===== src/rtl/pad_ctrl_seq_pkg.sv =====
// Shared types and constants for the padframe controller.
package pad_ctrl_pkg;

    typedef struct packed {
        logic is;
        logic sr;
        logic ps;
        logic pe;
        logic ds1;
        logic ds0;
        logic ie;
        logic oe;
    } pad_cfg_t;

    typedef enum logic [1:0] {
        SAFE,
        SETTLE,
        INPUTS_ON,
        ACTIVE
    } seq_state_e;

    localparam pad_cfg_t PadCfgRst = 8'h02;

    function automatic int addr_w(int n);
        return (n > 1) ? $clog2(n) : 1;
    endfunction

endpackage


===== src/rtl/pad_ctrl_seq_if.sv =====
// Register access port of the pad controller: req/gnt with one-cycle read return.
interface pad_ctrl_seq_if #(
    parameter int AW = 3
);
    logic          req;
    logic          we;
    logic [AW-1:0] addr;
    logic [7:0]    wdata;
    logic          gnt;
    logic          rvalid;
    logic [7:0]    rdata;

    modport master (
        output req, we, addr, wdata,
        input  gnt, rvalid, rdata
    );

    modport slave (
        input  req, we, addr, wdata,
        output gnt, rvalid, rdata
    );
endinterface


===== src/rtl/pad_ctrl_seq_in_filter.sv =====
// Per-pad receive path: two-flop synchroniser followed by a consecutive-sample deglitcher.
module pad_in_filter #(
    parameter int FilterDepth = 3
) (
    input  logic clk_i,
    input  logic rst_ni,
    input  logic y,
    input  logic ie,
    output logic data
);

    logic sync_p0;
    logic sync_p1;

    always_ff @(posedge clk_i or negedge rst_ni) begin
        if (!rst_ni) begin
            sync_p0 <= 1'b0;
            sync_p1 <= 1'b0;
        end else begin
            sync_p0 <= y;
            sync_p1 <= sync_p0;
        end
    end

    if (FilterDepth == 0) begin : g_bypass
        assign data = sync_p1 & ie;
    end else begin : g_filt
        localparam int CntW = $clog2(FilterDepth + 1);

        logic [CntW-1:0] cnt;
        logic            data_q;

        // cnt counts consecutive cycles the synced value disagrees with the output
        always_ff @(posedge clk_i or negedge rst_ni) begin
            if (!rst_ni) begin
                cnt    <= '0;
                data_q <= 1'b0;
            end else if (!ie) begin
                cnt    <= '0;
                data_q <= 1'b0;
            end else if (sync_p1 == data_q) begin
                cnt <= '0;
            end else if (cnt == CntW'(FilterDepth - 1)) begin
                cnt    <= '0;
                data_q <= sync_p1;
            end else begin
                cnt <= cnt + 1'b1;
            end
        end

        assign data = data_q;
    end

endmodule


===== src/rtl/pad_ctrl_seq.sv =====
// Core-side pad controller: per-pad config registers, power-up sequencer gating
// the pad drivers/receivers, registered pad controls and filtered receive data.
module pad_ctrl_seq
    import pad_ctrl_pkg::*;
#(
    parameter int NumPads      = 8,
    parameter int SettleCycles = 16,
    parameter int FilterDepth  = 3
) (
    input  logic               clk_i,
    input  logic               rst_ni,
    pad_ctrl_seq_if.slave      cfg,
    input  logic [NumPads-1:0] core_out_i,
    output logic [NumPads-1:0] core_in_o,
    output logic [NumPads-1:0] pad_a_o,
    output logic [NumPads-1:0] pad_oe_o,
    output logic [NumPads-1:0] pad_ie_o,
    output logic [NumPads-1:0] pad_ds0_o,
    output logic [NumPads-1:0] pad_ds1_o,
    output logic [NumPads-1:0] pad_pe_o,
    output logic [NumPads-1:0] pad_ps_o,
    output logic [NumPads-1:0] pad_sr_o,
    output logic [NumPads-1:0] pad_is_o,
    input  logic [NumPads-1:0] pad_y_i,
    output logic               seq_done_o
);

    localparam int AW = addr_w(NumPads);
    localparam int SW = (SettleCycles > 1) ? $clog2(SettleCycles) : 1;
    localparam logic [AW:0] NumPadsW = (AW + 1)'(NumPads);

    pad_cfg_t        cfg_q [NumPads];
    logic [AW-1:0]   addr;
    logic            in_range;
    logic            wr;
    logic            rd;

    seq_state_e      st, st_next;
    logic [SW-1:0]   cnt, cnt_next;
    logic            oe_en, ie_en, ctl_en;

    logic [NumPads-1:0] oe_d, ie_d, ds0_d, ds1_d, pe_d, ps_d, sr_d, is_d;

    assign addr     = cfg.addr;
    assign in_range = ({1'b0, addr} < NumPadsW);
    assign wr       = cfg.req & cfg.we & in_range;
    assign rd       = cfg.req & ~cfg.we;
    assign cfg.gnt  = cfg.req;

    always_ff @(posedge clk_i or negedge rst_ni) begin
        if (!rst_ni) begin
            for (int i = 0; i < NumPads; i++) cfg_q[i] <= PadCfgRst;
        end else if (wr) begin
            cfg_q[addr] <= pad_cfg_t'(cfg.wdata);
        end
    end

    // Out-of-range reads still complete, returning zero
    always_ff @(posedge clk_i or negedge rst_ni) begin
        if (!rst_ni) begin
            cfg.rvalid <= 1'b0;
            cfg.rdata  <= 8'h00;
        end else begin
            cfg.rvalid <= rd;
            if (rd) cfg.rdata <= in_range ? cfg_q[addr] : 8'h00;
        end
    end

    always_ff @(posedge clk_i or negedge rst_ni) begin
        if (!rst_ni) begin
            st  <= SAFE;
            cnt <= '0;
        end else begin
            st  <= st_next;
            cnt <= cnt_next;
        end
    end

    always_comb begin
        st_next  = st;
        cnt_next = cnt;
        oe_en    = 1'b0;
        ie_en    = 1'b0;
        ctl_en   = 1'b0;
        unique case (st)
            SAFE: begin
                st_next  = SETTLE;
                cnt_next = '0;
            end
            SETTLE: begin
                ctl_en = 1'b1;
                if (cnt == SW'(SettleCycles - 1)) begin
                    st_next  = INPUTS_ON;
                    cnt_next = '0;
                end else begin
                    cnt_next = cnt + 1'b1;
                end
            end
            INPUTS_ON: begin
                ctl_en  = 1'b1;
                ie_en   = 1'b1;
                st_next = ACTIVE;
            end
            ACTIVE: begin
                ctl_en = 1'b1;
                ie_en  = 1'b1;
                oe_en  = 1'b1;
            end
            default: st_next = SAFE;
        endcase
    end

    always_comb begin
        for (int i = 0; i < NumPads; i++) begin
            oe_d[i]  = oe_en  & cfg_q[i].oe;
            ie_d[i]  = ie_en  & cfg_q[i].ie;
            ds0_d[i] = ctl_en & cfg_q[i].ds0;
            ds1_d[i] = ctl_en & cfg_q[i].ds1;
            pe_d[i]  = ctl_en & cfg_q[i].pe;
            ps_d[i]  = ctl_en & cfg_q[i].ps;
            sr_d[i]  = ctl_en & cfg_q[i].sr;
            is_d[i]  = ctl_en & cfg_q[i].is;
        end
    end

    // Pad control stage: everything the padframe sees is registered here
    always_ff @(posedge clk_i or negedge rst_ni) begin
        if (!rst_ni) begin
            pad_a_o   <= '0;
            pad_oe_o  <= '0;
            pad_ie_o  <= '0;
            pad_ds0_o <= '0;
            pad_ds1_o <= '0;
            pad_pe_o  <= '0;
            pad_ps_o  <= '0;
            pad_sr_o  <= '0;
            pad_is_o  <= '0;
        end else begin
            pad_a_o   <= core_out_i;
            pad_oe_o  <= oe_d;
            pad_ie_o  <= ie_d;
            pad_ds0_o <= ds0_d;
            pad_ds1_o <= ds1_d;
            pad_pe_o  <= pe_d;
            pad_ps_o  <= ps_d;
            pad_sr_o  <= sr_d;
            pad_is_o  <= is_d;
        end
    end

    assign seq_done_o = (st == ACTIVE);

    // Filters clear on the IE value being loaded so core_in_o drops with pad_ie_o
    for (genvar i = 0; i < NumPads; i++) begin : g_pad
        pad_in_filter #(
            .FilterDepth(FilterDepth)
        ) u_filt (
            .clk_i  (clk_i),
            .rst_ni (rst_ni),
            .y      (pad_y_i[i]),
            .ie     (ie_d[i]),
            .data   (core_in_o[i])
        );
    end

endmodule


===== src/flat_wrapper.sv =====
// flat-port wrapper written by rule: the top's interface ports become plain ports
module pad_ctrl_seq_flat import pad_ctrl_pkg::*;
#(
    parameter int NumPads      = 8,
    parameter int SettleCycles = 16,
    parameter int FilterDepth  = 3
)
  (clk_i, rst_ni, core_out_i, core_in_o, pad_a_o, pad_oe_o, pad_ie_o, pad_ds0_o, pad_ds1_o, pad_pe_o, pad_ps_o, pad_sr_o, pad_is_o, pad_y_i, seq_done_o, cfg_req, cfg_we, cfg_addr, cfg_wdata, cfg_gnt, cfg_rvalid, cfg_rdata);
  pad_ctrl_seq_if #(.AW((addr_w((6))))) cfg_i ();
  input  logic clk_i;
  input  logic rst_ni;
  input  logic [NumPads-1:0] core_out_i;
  output logic [NumPads-1:0] core_in_o;
  output logic [NumPads-1:0] pad_a_o;
  output logic [NumPads-1:0] pad_oe_o;
  output logic [NumPads-1:0] pad_ie_o;
  output logic [NumPads-1:0] pad_ds0_o;
  output logic [NumPads-1:0] pad_ds1_o;
  output logic [NumPads-1:0] pad_pe_o;
  output logic [NumPads-1:0] pad_ps_o;
  output logic [NumPads-1:0] pad_sr_o;
  output logic [NumPads-1:0] pad_is_o;
  input  logic [NumPads-1:0] pad_y_i;
  output logic seq_done_o;
  input wire logic [$bits(cfg_i.req)-1:0] cfg_req;
  input wire logic [$bits(cfg_i.we)-1:0] cfg_we;
  input wire logic [$bits(cfg_i.addr)-1:0] cfg_addr;
  input wire logic [$bits(cfg_i.wdata)-1:0] cfg_wdata;
  output wire logic [$bits(cfg_i.gnt)-1:0] cfg_gnt;
  output wire logic [$bits(cfg_i.rvalid)-1:0] cfg_rvalid;
  output wire logic [$bits(cfg_i.rdata)-1:0] cfg_rdata;
  assign cfg_i.req = cfg_req;
  assign cfg_i.we = cfg_we;
  assign cfg_i.addr = cfg_addr;
  assign cfg_i.wdata = cfg_wdata;
  assign cfg_gnt = cfg_i.gnt;
  assign cfg_rvalid = cfg_i.rvalid;
  assign cfg_rdata = cfg_i.rdata;
  pad_ctrl_seq #(.NumPads(NumPads), .SettleCycles(SettleCycles), .FilterDepth(FilterDepth)) u_core (.clk_i(clk_i), .rst_ni(rst_ni), .cfg(cfg_i), .core_out_i(core_out_i), .core_in_o(core_in_o), .pad_a_o(pad_a_o), .pad_oe_o(pad_oe_o), .pad_ie_o(pad_ie_o), .pad_ds0_o(pad_ds0_o), .pad_ds1_o(pad_ds1_o), .pad_pe_o(pad_pe_o), .pad_ps_o(pad_ps_o), .pad_sr_o(pad_sr_o), .pad_is_o(pad_is_o), .pad_y_i(pad_y_i), .seq_done_o(seq_done_o));
endmodule

===== config.mk =====
export PLATFORM = sky130hd
export DESIGN_NAME = pad_ctrl_seq_flat
export DESIGN_NICKNAME = d
export VERILOG_FILES = /design/src/rtl/pad_ctrl_seq_pkg.sv /design/src/rtl/pad_ctrl_seq_if.sv /design/src/rtl/pad_ctrl_seq_in_filter.sv /design/src/rtl/pad_ctrl_seq.sv /design/src/flat_wrapper.sv
export SDC_FILE = /design/constraint.sdc
export NUM_CORES = 1
export LEC_CHECK = 0
export ABC_AREA = 0
export BUFFER_PORTS_ARGS = -buffer_cell sky130_fd_sc_hd__buf_2
export CAP_MARGIN = 20
export CORE_MARGIN = 1.5
export CORE_UTILIZATION = 56
export DETAILED_ROUTE_END_ITERATION = 7
export PLACE_DENSITY = 0.88
export SYNTH_ARGS = -nofsm -noshare
export SYNTH_HDL_FRONTEND = slang
export SYNTH_SLANG_ARGS = --single-unit

===== constraint.sdc =====
create_clock -name clk_i -period 1.7 [get_ports clk_i]
set_input_delay 0.17 -clock clk_i [delete_from_list [all_inputs] [get_ports clk_i]]
set_output_delay 0.17 -clock clk_i [all_outputs]
set_load 0.01 [all_outputs]

# Word level (Yosys, flattened, before mapping)
# Index checks and enable logic that the tools add are counted.
# W data, S select, Z words.
dict set report totals {
  in_bits 31
  out_inout_bits 91
  ff_bits 191
  word_cells 301
}
dict set report op_classes {
  magnitude_cmp 2
  n_reduce_logical 15
  n_addsub 9
  bitwise_logic 68
  eq_ne 37
  muxes 61
}
# op n
set op_table {}
lappend op_table {{$and A1 B1 Y1} 66}
lappend op_table {{$bwmux W64} 1}
lappend op_table {{$mux W2} 25}
lappend op_table {{$mux W1} 27}
lappend op_table {{$bmux W8 S3} 1}
lappend op_table {{$demux W8 S3} 1}
lappend op_table {{$mux W8} 3}
lappend op_table {{$eq A2 B2 Y1 const B} 10}
lappend op_table {{$ne A2 B1 Y1 const B} 9}
lappend op_table {{$reduce_and A2 Y1} 9}
lappend op_table {{$add A2 B1 Y2 const B} 8}
lappend op_table {{$ne A2 B2 Y1 const B} 8}
lappend op_table {{$eq A1 B1 Y1} 8}
lappend op_table {{$pmux W4 S2} 1}
lappend op_table {{$pmux W2 S3} 1}
lappend op_table {{$add A4 B1 Y4 const B} 1}
lappend op_table {{$eq A4 B4 Y1 const B} 1}
lappend op_table {{$ge A4 B4 Y1 const B} 1}
lappend op_table {{$lt A4 B1 Y1 const B} 1}
lappend op_table {{$mux W4} 1}
lappend op_table {{$not A3 Y4} 1}
lappend op_table {{$reduce_bool A3 Y1} 1}
lappend op_table {{$reduce_or A3 Y1} 1}
lappend op_table {{$eq A2 B1 Y1 const B} 1}
lappend op_table {{other kinds (5)} 5}

# Longest topological paths before layout
# Gate-level depths: netlist of run 1.
dict set report logic_depth {
  ltp_word 6
  depth_mapped 7
  ltp_nobuf 5
}

# Modules after synthesis
# A second synthesis of run 1 with hierarchy kept.
dict set report unflattened {
  cells_unflattened 528
  hier_area_um2 7379.6
}
# module cells_each seq_area_each_um2 area_each_um2 n_inst
set by_module_without_submodules {}
lappend by_module_without_submodules {pad_ctrl_seq 424 3788.6 5928.2 1}
lappend by_module_without_submodules {pad_in_filter 13 125.1 181.4 8}

# Least setup slack after synthesis of run 1
# Ideal clock, no wire load.
dict set report synth_timing {
  path_kind {register -> register}
  start {reg u_core.st[0]}
  end {reg u_core.g_pad[3].u_filt.g_filt.cnt[1]}
  period_less_slack_ps 1560
  required_time_ps 1595
  slack_ps 140
  n_path_buf 1
  stages_incl_launch_ff 6
  arrival_time_ps 1454
  path_cell_list {dfrtp_1 ha_1 or2_2 clkbuf_1 nand2_1 nor4b_1}
}
dict set report synth_between {
  elab_chain_cells 5
}
# item line
set synth_lines {}
lappend synth_lines {{start, declared} pad_ctrl_seq.sv:38} ;# seq_state_e st, st_next;
lappend synth_lines {{start signal, assigned} pad_ctrl_seq.sv:74} ;# st <= st_next;
lappend synth_lines {{$eq A2 B2 Y1} --}
lappend synth_lines {{net seq_done_o} flat_wrapper.sv:24} ;# output logic seq_done_o;
lappend synth_lines {{$reduce_or A2 Y1 (no source line)} --}
lappend synth_lines {{$mux W1} pad_ctrl_seq.sv:85} ;# unique case (st)
lappend synth_lines {{$and A1 B1 Y1} pad_ctrl_seq.sv:116} ;# ie_d[i] = ie_en & cfg_q[i].ie;
lappend synth_lines {{$mux W2} pad_ctrl_seq_in_filter.sv:38} ;# end else if (!ie) begin
lappend synth_lines {{end signal, assigned} pad_ctrl_seq_in_filter.sv:47} ;# cnt <= cnt + 1'b1;
lappend synth_lines {{end, declared} pad_ctrl_seq_in_filter.sv:30} ;# logic [CntW-1:0] cnt;
# The timed path passes the listed nets, and every way through them passes these cells.
# A chain may end at the register's enable or synchronous reset.

# Worst setup path after layout of run 1
dict set report layout_timing {
  start {reg u_core.st[0]}
  end {out seq_done_o}
}
dict set report layout_between {
  elab_chain_cells 1
}
# item line
set layout_lines {}
lappend layout_lines {{$eq A2 B2 Y1} pad_ctrl_seq.sv:151} ;# assign seq_done_o = (st == ACTIVE);
lappend layout_lines {{end, declared} flat_wrapper.sv:24}
# Every way passes these cells.

==> key figures, run 1 <==
Worst setup path
  – Combined buffer and inverter count along the critical path: 2
  – Endpoint required time on the critical path: 1.53 ns
  – Internal reg-to-reg setup slack: 0.20 ns
  – Largest fanout on the critical path: 9
  – CP Data Arrival Time: 1.45 ns
  – Critical Path Source Type: flop
  – Capturing element type of the critical path: primary output
  – Depth of the worst register-to-register path: 5
  – Crit path max-delay family: flip-flops
  – List of cells traversed by the critical path: ha_1, buf_4, buf_2
  – Origin of the critical flop-to-flop path: u_core.st[0]
  – Slowest stage delay, CP: roughly 0.45 ns
  – Reg-to-Reg End: u_core.g_pad[5].u_filt.g_filt.cnt[1]
  – Critical-path cell with the highest stage delay: dfrtp_1
  – Start-to-end type of the worst setup path: reg -> out

Synthesis
  – Flops & latches, synth: 191
  – Avg Cell Area, Syn: about 14 um^2
  – Post-synth EDFFs: 0
  – Nets in the synthesized netlist: 560
  – Total number of yosys warnings: 0
  – Prevailing post-synth register cell: dfrtp_1
  – Top cells by area, synth: dfrtp_1 (62%), mux2_2 (9.3%), nor2b_1 (5.0%)
  – Instance count of the mapped netlist: roughly 520
  – Share of synthesized flip-flops with an asynchronous set or reset: 100%
  – Area leader, netlist: dfrtp_1
  – Mapped Area: 7380 um^2
  – Share of the synthesized area in the top cell type: 62.1%
  – Proportion of synthesized chip area in sequential cells: roughly two thirds
  – Cell variety after synth: 41

Layout
  – Fillcell total: 849
  – Area growth, synth to finish: 22.4%
  – Number of diodes added for antenna fixing: 0
  – Largest reg by FF count: u_core.cfg_q
  – Post-layout instance area: 9030 um^2
  – Final net count: just over 700
  – Fraction of layout instances using a drive strength above 1: 38.2%
  – Largest register FFs: 64
  – Top flop regs: u_core.cfg_q: 64 flops, u_core.g_pad.u_filt.g_filt.cnt: 16 flops

Routing
  – Number of remaining DRC errors: 0
  – Via/cell ratio: 5.48
  – Vias: 4700
  – Iter 0 DRT Violations: 305
  – Number of iterations in the first detailed-routing pass: 5
  – Total detailed-routing wirelength: 16.1 mm
  – Final routed wire length divided by cell count: 18.8 um
  – Post-route ant nets: 0

Clock network
  – Clock transition at the register clock pins on the worst setup and hold paths after CTS: ~0.07 ns
  – Buffers from clock root to sink, at most: 2
  – Clock tree root buffer cell: clkbuf_16
  – Number of sinks handled by clock tree synthesis: 191
  – Clock insertion delay at the later pin of the skew report: 0.43 ns
  – CTS Buf Count: 17
  – Clock tree from TritonCTS: yes
  – Post-CTS Repair Setup Buffers: 0
  – Clock H-tree levels: 4

Timing
  – Max Clock Skew: 0.0107 ns
  – Setup TNS: 0 ns
  – Setup repair after global routing missed its margin: false
  – Fin crit period: between 1.5 and 2 ns
  – Period utilization: 95.3%
  – Final count of hold timing violations: 0
  – Worst slew slack as a fraction of its limit: 57.8%
  – Number of failing setup endpoints in the final timing report: 0
  – Fin Hold WS: 0.0888 ns
  – Achievable clock frequency: just over 0.6 GHz
  – Worst Max-Slew Pin Slew: 0.629 ns
  – Number of pins with negative max-slew slack in the final report: 0

Min path
  – Hold Crit Start: cfg_wdata[0]
  – Hold Crit Depth: 2
  – Min-Delay Path Class: in -> reg
  – Hold Path End: u_core.cfg_q[56]

Place
  – Routability Congestion: 0.875
  – Cell Area, Placed: 8290 um^2
  – Detail Placement HPWL: between 10 and 15 mm
  – Number of buffer cells added on primary ports: around 120

Global route
  – Initial antenna violation count: 0
  – Total congestion overflow: 0
  – Global-route wire length before repair: 26.3 mm
  – Total global-route track usage: 24.7%
  – Vias in the first global route: approximately 4900
  – Maximum number of pins on one net before global-route repair: between 40 and 50

Outcome
  – Run status: finished clean

Die
  – Top-level I/O count: 122
  – Initial core utilization: 58.0%
  – Die height: between 100 and 150 um
  – Core footprint: 12700 um^2
  – Horizontal die dimension: 118 um
  – Count of standard-cell rows: 41
  – DIE AREA: roughly 14000 um^2

Pwr
  – Leakage power figure: 4.34 nW
  – Final total power: roughly 12 mW
  – Total power divided by cell area: 1290 nW/um^2
  – Worst vdd rail ir drop: 824 uV

Run
  – # Max-Cap Violations: 0
## cell families (layout without fill, tap and decap cells)
family          after synthesis  count (layout)  synth area share (%)
compound gates               35              35                  3.39
xor+xnor                      9               9                  1.07
fa+ha+maj                     7               7                  1.19
buf+inv                      40             204                  3.22
flops                       191             191                  64.9
mux                          97              97                  14.9
simple gates                143             143                  11.3
## area by class of cell
cell class,count,area [um^2],share of cell area (%)
Sequential cell,191,4790,53.0
Inverter,12,45.0,0.499
Clock buffer,17,425,4.71
Timing Repair Buffer,160,1060,11.7
Tap cell,172,215,2.38
Multi-Input combinational cell,291,2350,26.0
Clock inverter,15,145,1.61
## what timing repair did
| item | 4_1_cts | 5_1_grt |
|---|---|---|
| hold buffers | 17 | 0 |
| setup endpoints to repair | 0 | 0 |
| gates resized for setup | 0 | 0 |
| endpoints found under the hold margin | 58 | 0 |
## layout by cell type (no fill, tap or decap), types with 10 or more instances in the layout
cell and n:
buf_2 120, nor2_1 20, nand2_1 17, clkbuf_16 17, inv_6 10, inv_1 12
mux2_2 61, buf_4 13, mux2i_1 27, nor2b_1 59, dlygate4sd3_1 17, dfrtp_1 183
## worst max-delay path by stage
stage / slack (ns) / depth (start not counted) / to / from
floorplan: 0.14 / 5 / u_core.g_pad[3].u_filt.g_filt.cnt[1] / u_core.st[0]
global placement: 0.08 / 6 / u_core.cfg.rdata[3] / cfg_addr[0]
detailed placement: 0.03 / 6 / u_core.cfg.rdata[5] / cfg_addr[0]
CTS: 0.07 / 3 / seq_done_o / u_core.st[0]
global route: 0.02 / 3 / seq_done_o / u_core.st[0]
finish: 0.08 / 3 / seq_done_o / u_core.st[0]
## metrics by stage
stage                     worst slack (ns)  std cells  utilization (%)
final                               0.0797        858             71.0
after global routing                0.0181        858             71.0
after CTS                           0.0661        858             71.0
after detailed placement            0.0306        809             65.2
after global placement              0.0850        809             65.2
after floorplan                      0.140        522                -
## power by group
part	total (mW)	internal [mW]	switching (mW)	leakage, nW
logic	1.95	0.994	0.959	1.73
clock network	3.83	2.06	1.77	0.273
registers	5.88	5.39	0.486	2.34
total	11.7	8.45	3.21	4.34
## layer usage
metal  up-vias  share of wire (%)  routed length, um  global-route usage (%)
met5         -                  0                  0                       0
met4         0                1.8                285                    9.53
met3        30                5.2                831                    5.77
met2       178                 52               8390                    41.7
met1      2405                 41               6610                    31.1
li1       2087                  -                  -                       -
## synth_stat cells, types with 8 or more instances
| master | n |
|---|---|
| nor4_1 | 8 |
| xnor2_1 | 8 |
| buf_4 | 11 |
| nor4b_1 | 8 |
| nor2b_1 | 59 |
| mux2i_1 | 27 |
| mux2_2 | 61 |
| inv_1 | 12 |
| and2_1 | 9 |
| dfrtp_1 | 183 |
| mux2_4 | 8 |
| nor2_1 | 20 |
| dfstp_2 | 8 |
| nand2_1 | 17 |
Note: power is estimated with default switching activity, not from simulation.
==> run 2: changes to the inputs <==
Settings changed: CORE_UTILIZATION 56 to 50, PLACE_DENSITY 0.88 to 0.84.
Clock period 1.7 ns to 1.4 ns, I/O delays scaled along.
==> key figures, run 2 (synthesis gave the netlist of run 1 again) <==
Routing
  – Number of iterations in the first detailed-routing pass: 4
  – Total detailed-routing wirelength: 16.1 mm
  – Vias: 4645
  – Via/cell ratio: 5.23
  – Post-route ant nets: 0
  – Number of remaining DRC errors: 0
  – Iter 0 DRT Violations: 246
  – Final routed wire length divided by cell count: 18.1 um

Pwr
  – Fraction of power spent switching nets: 26.2%
  – Total power divided by cell area: 1550 nW/um^2
  – Worst vdd rail ir drop: 947 uV
  – Share of power burned in the clock network: approximately 34%
  – Power share of the sequential group: 49.2%
  – Net Sw Power: 3.80 mW
  – Logic gate share of total power: 16.9%
  – Leakage power figure: 4.46 nW
  – Int Pwr: approximately 11 mW
  – Final total power: 14.5 mW

Layout
  – Largest register FFs: 64
  – Fillcell total: 1030
  – Most common cell after layout, fill and taps aside: dfrtp_1
  – Post-layout instance area: about 9400 um^2
  – Util after Layout: between 60% and 70%
  – Final net count: 729
  – Number of diodes added for antenna fixing: 0
  – Top flop regs: u_core.cfg_q: 64 flops, u_core.g_pad.u_filt.g_filt.cnt: 16 flops
  – Fraction of layout instances using a drive strength above 1: 44.2%
  – Seq. cell area: 4790 um^2
  – Area of the multi-input gates: 2510 um^2
  – Largest reg by FF count: u_core.cfg_q
  – Most frequent cells in the layout: dfrtp_1 (182), buf_2 (119), mux2_2 (61)
  – Area growth, synth to finish: 26.9%
  – Number of standard cells in the layout, taps in and fillers out: 888

Place
  – Routability Congestion: between 0.8 and 0.9
  – Worst setup slack before clock tree synthesis: -0.151 ns
  – Cell Count Post-Placement: 837
  – Number of buffer cells added on primary ports: 121
  – Detail Placement HPWL: 11.0 mm
  – Cell Area, Placed: ~8400 um^2

Clock network
  – Clock transition at the register clock pins on the worst setup and hold paths after CTS: 0.07 ns
  – Clock tree from TritonCTS: yes
  – Buffers from clock root to sink, at most: 2
  – Number of sinks handled by clock tree synthesis: ~190
  – Clock H-tree levels: 4
  – Clock tree root buffer cell: clkbuf_16
  – CTS Buf Count: 17
  – Clock insertion delay at the later pin of the skew report: between 0.4 and 0.5 ns

Global route
  – Maximum number of pins on one net before global-route repair: 45
  – Total congestion overflow: 0
  – Global-route wire length before repair: 25.6 mm
  – Vias in the first global route: 4912
  – Initial antenna violation count: 0
  – Total global-route track usage: ~21%

Timing
  – Setup repair after global routing missed its margin: true
  – Achievable clock frequency: 0.707 GHz
  – Fin Hold WS: between 0.05 and 0.06 ns
  – Fin crit period: 1.41 ns
  – Worst slew slack as a fraction of its limit: 70.5%
  – Final count of hold timing violations: 0
  – Minimum setup slack in the final design: -0.0143 ns
  – Setup TNS: -0.0143 ns
  – Number of failing setup endpoints in the final timing report: 1
  – Worst Max-Slew Pin Slew: 0.442 ns
  – Number of pins with negative max-slew slack in the final report: 0
  – Max Clock Skew: 0.0233 ns
  – Period utilization: 101%

Worst setup path
  – Capturing element type of the critical path: primary output
  – Start-to-end type of the worst setup path: reg -> out
  – Critical Path Source Type: flop
  – CP Data Arrival Time: 1.27 ns
  – Largest fanout on the critical path: 3
  – Endpoint required time on the critical path: 1.26 ns

Outcome
  – Failing checks: negative setup slack
  – Run status: finished with violations

Die
  – Core footprint: 14500 um^2
  – DIE AREA: 15500 um^2
  – Die height: approximately 120 um
  – Initial core utilization: 51.0%
  – Top-level I/O count: 122
  – Count of standard-cell rows: 44
  – Horizontal die dimension: 124 um

Run
  – # Max-Cap Violations: 0

Min path
  – Min-Delay Path Class: in -> reg
run 2: changes by cell type in the layout (fill, tap and decap cells not counted), sizes merged:
cell / change
buf: +18
inv: -8
clkbuf: +4
bufinv: +2
clkinv: +2
run 2: final cells by class:
class	count	share of cell area [%]
Sequential cell	191	51.2
Clock inverter	11	1.66
Clock buffer	21	4.92
Timing Repair Buffer	178	12.5
Inverter	12	0.481
Tap cell	184	2.46
Multi-Input combinational cell	291	26.8
run 2: power by group through the flow:
| stage | Combinational (mW) | Sequential (mW) | Clock (mW) |
|---|---|---|---|
| after global routing | 2.67 | 7.25 | 5.27 |
| after CTS | 2.43 | 7.12 | 5.04 |
| final | 2.45 | 7.14 | 4.93 |
| after detailed placement | 2.35 | 7.19 | 0 |
| after global placement | 2.27 | 7.16 | 0 |
| after floorplan | 1.12 | 7.29 | 0 |
run 2: timing repair:
action	4_1_cts	5_1_grt
pin swaps	1	0
hold buffers	17	0
buffers inserted	1	1
endpoints found under the setup margin	12	67
resized for setup	12	25
hold endpoints to repair	108	0
run 2: path summary, 6_finish.rpt:
check | start | to | slack (ns) | cells past startpoint
max in group asynchronous | rst_ni | u_core.cfg_q[40] | 0.63 | 3
worst max register to register | u_core.st[1] | u_core.pad_is_o[6] | 0.02 | 5
worst max-delay path | u_core.st[0] | seq_done_o | -0.01 | 3
worst min register to register | u_core.g_pad[0].u_filt.sync_p0 | u_core.g_pad[0].u_filt.sync_p1 | 0.35 | 0
min in group asynchronous | rst_ni | u_core.pad_pe_o[0] | 0.20 | 2
worst min-delay path | cfg_wdata[1] | u_core.cfg_q[1] | 0.05 | 2
run 2: critical path: stages (launching register included):
cell and delay, ns:
dfrtp_1 0.41, ha_2 0.20, buf_6 0.12, buf_6 0.11
run 2: per-layer routing:
layer / vias to the layer above / GRT usage, % / wire [um]
met4: 0 / 9.20 / 354
met5: - / 0 / 0
met2: 141 / 36.1 / 8330
met1: 2347 / 26.8 / 6660
met3: 29 / 4.90 / 719
li1: 2128 / - / -
==> run 3: changes to the inputs <==
Settings changed: BUFFER_PORTS_ARGS -buffer_cell sky130_fd_sc_hd__buf_2 to -buffer_cell sky130_fd_sc_hd__buf_4, PLACE_DENSITY 0.84 to 0.75.
==> key figures, run 3 (synthesis gave the netlist of run 1 again) <==
Timing
  – Setup repair after global routing missed its margin: true
  – Max Clock Skew: 0.00763 ns
  – Achievable clock frequency: 0.696 GHz
  – Worst slew slack as a fraction of its limit: 67.0%
  – Number of pins with negative max-slew slack in the final report: 0
  – Fin crit period: 1.44 ns
  – Final count of hold timing violations: 0
  – Number of failing setup endpoints in the final timing report: 1
  – Period utilization: 103%
  – Worst Max-Slew Pin Slew: 0.491 ns
  – Minimum setup slack in the final design: -0.0364 ns

Die
  – Top-level I/O count: 122
  – Count of standard-cell rows: 44
  – Core footprint: around 14000 um^2
  – DIE AREA: 15500 um^2
  – Horizontal die dimension: about 120 um
  – Initial core utilization: approximately half
  – Die height: 124 um

Clock network
  – Clock H-tree levels: 4
  – Buffers from clock root to sink, at most: 2
  – Clock tree from TritonCTS: yes
  – Clock insertion delay at the later pin of the skew report: 0.43 ns
  – Clock tree root buffer cell: clkbuf_16
  – Clock transition at the register clock pins on the worst setup and hold paths after CTS: 0.06 ns
  – Number of sinks handled by clock tree synthesis: 191
  – CTS Buf Count: 17

Layout
  – Top flop regs: u_core.cfg_q: 64 flops, u_core.g_pad.u_filt.g_filt.cnt: 16 flops
  – Fraction of layout instances using a drive strength above 1: 43.7%
  – Seq. cell area: 4790 um^2
  – Largest reg by FF count: u_core.cfg_q
  – Most common cell after layout, fill and taps aside: dfrtp_1
  – Area of the multi-input gates: 2530 um^2
  – Number of standard cells in the layout, taps in and fillers out: 899
  – Final net count: 739
  – Largest register FFs: 64
  – Area growth, synth to finish: 32.6%
  – Fillcell total: 1016
  – Most frequent cells in the layout: dfrtp_1 (183), buf_4 (156), mux2_2 (61)

Routing
  – Iter 0 DRT Violations: 265
  – Post-route ant nets: 0
  – Vias: 4695
  – Total detailed-routing wirelength: approximately 16 mm
  – Final routed wire length divided by cell count: 17.6 um
  – Via/cell ratio: 5.22
  – Number of remaining DRC errors: 0
  – Number of iterations in the first detailed-routing pass: 4

Worst setup path
  – CP Data Arrival Time: roughly 1.3 ns
  – Endpoint required time on the critical path: 1.26 ns
  – Largest fanout on the critical path: 3
  – Critical Path Source Type: flop
  – Capturing element type of the critical path: primary output
  – CP startpoint: u_core.st[0]
  – Start-to-end type of the worst setup path: reg -> out
  – Origin of the critical flop-to-flop path: u_core.cfg_q[40]

Place
  – Routability Congestion: 0.855
  – Worst setup slack before clock tree synthesis: -0.0133 ns
  – Number of buffer cells added on primary ports: 121
  – Detail Placement HPWL: 10.8 mm
  – Cell Count Post-Placement: 839

Global route
  – Maximum number of pins on one net before global-route repair: 42
  – Total congestion overflow: 0
  – Global-route wire length before repair: about 26 mm
  – Total global-route track usage: 21.5%
  – Vias in the first global route: 4958
  – Initial antenna violation count: 1

Run
  – # Max-Cap Violations: 0

Min path
  – Hold Crit Start: cfg_we
  – Min-Delay Path Class: in -> reg

Pwr
  – Worst vdd rail ir drop: a little over 900 uV
  – Total power divided by cell area: 1540 nW/um^2
  – Leakage power figure: about 4.6 nW

Outcome
  – Failing checks: negative setup slack
  – Run status: finished with violations
==> run 3: cell types whose count changed in the layout (fill, tap and decap cells not counted), sizes merged <==
cell         change
buf              +2
bufinv           +1
dlygate4sd3      +8
clkinvlp         -3
clkbuf           -1
clkinv           +3
diode            +1
==> run 3: area by class of cell <==
class | instances | share of cell area [%]
well taps | 184 | 2.35
diodes | 1 | 0.0256
inverters | 12 | 0.461
flip-flops and latches | 191 | 49.0
clock inverters | 12 | 1.85
multi-input cells | 291 | 25.9
repair buffers | 188 | 15.7
clock buffers | 20 | 4.77
==> run 3: power by group <==
| group | internal, mW | total, mW | switching [mW] |
|---|---|---|---|
| logic | 1.56 | 2.73 | 1.17 |
| clock network | 3.15 | 5.20 | 2.05 |
| registers | 6.55 | 7.18 | 0.630 |
| total | 11.3 | 15.1 | 3.85 |
==> run 3: worst paths after layout <==
| path | end | slack, ns | cells after the start |
|---|---|---|---|
| max | seq_done_o | -0.04 | 3 |
| min reg2reg | u_core.g_pad[0].u_filt.sync_p1 | 0.35 | 0 |
| min in group asynchronous | u_core.pad_a_o[6] | 0.17 | 2 |
| min | u_core.cfg.rvalid | 0.14 | 3 |
| max reg2reg | u_core.cfg.rdata[0] | 0 | 4 |
| max in group asynchronous | u_core.g_pad[4].u_filt.sync_p1 | 0.64 | 3 |
==> run 3: what timing repair did <==
action	CTS	global route
setup buffers	2	0
pin swaps	1	2
hold buffers	25	0
endpoints found under the setup margin	5	61
endpoints found under the hold margin	232	0
resized for setup	8	29
==> run 3: stage by stage <==
stage | hold WS [ns] | instance area (um^2) | util [%] | TNS [ns] | total power [mW]
after detailed placement | 0.0612 | 8680 | 60.0 | -0.0282 | 9.83
final | 0.140 | 9780 | 67.6 | -0.0364 | 15.1
after floorplan | -0.156 | 7380 | - | -0.00397 | 8.41
after CTS | 0.119 | 9620 | 66.5 | -0.0852 | 15.1
after global routing | 0.142 | 9780 | 67.6 | -0.713 | 15.8
after global placement | 0.0523 | 8680 | 60.0 | 0 | 9.75
==> run 3: routing by layer <==
layer / share of wire, % / up-vias / GRT usage [%]
met3: 3.9 / 34 / 5.20
met4: 3.0 / 0 / 9.80
li1: - / 2137 / -
met5: 0 / - / 0
met2: 49 / 122 / 34.0
met1: 44 / 2402 / 28.2
==> run 3: worst max-delay path, stage by stage, from the launching register on <==
cell     delay [ns]
dfrtp_1        0.41
ha_2           0.21
buf_6          0.13
buf_6          0.11
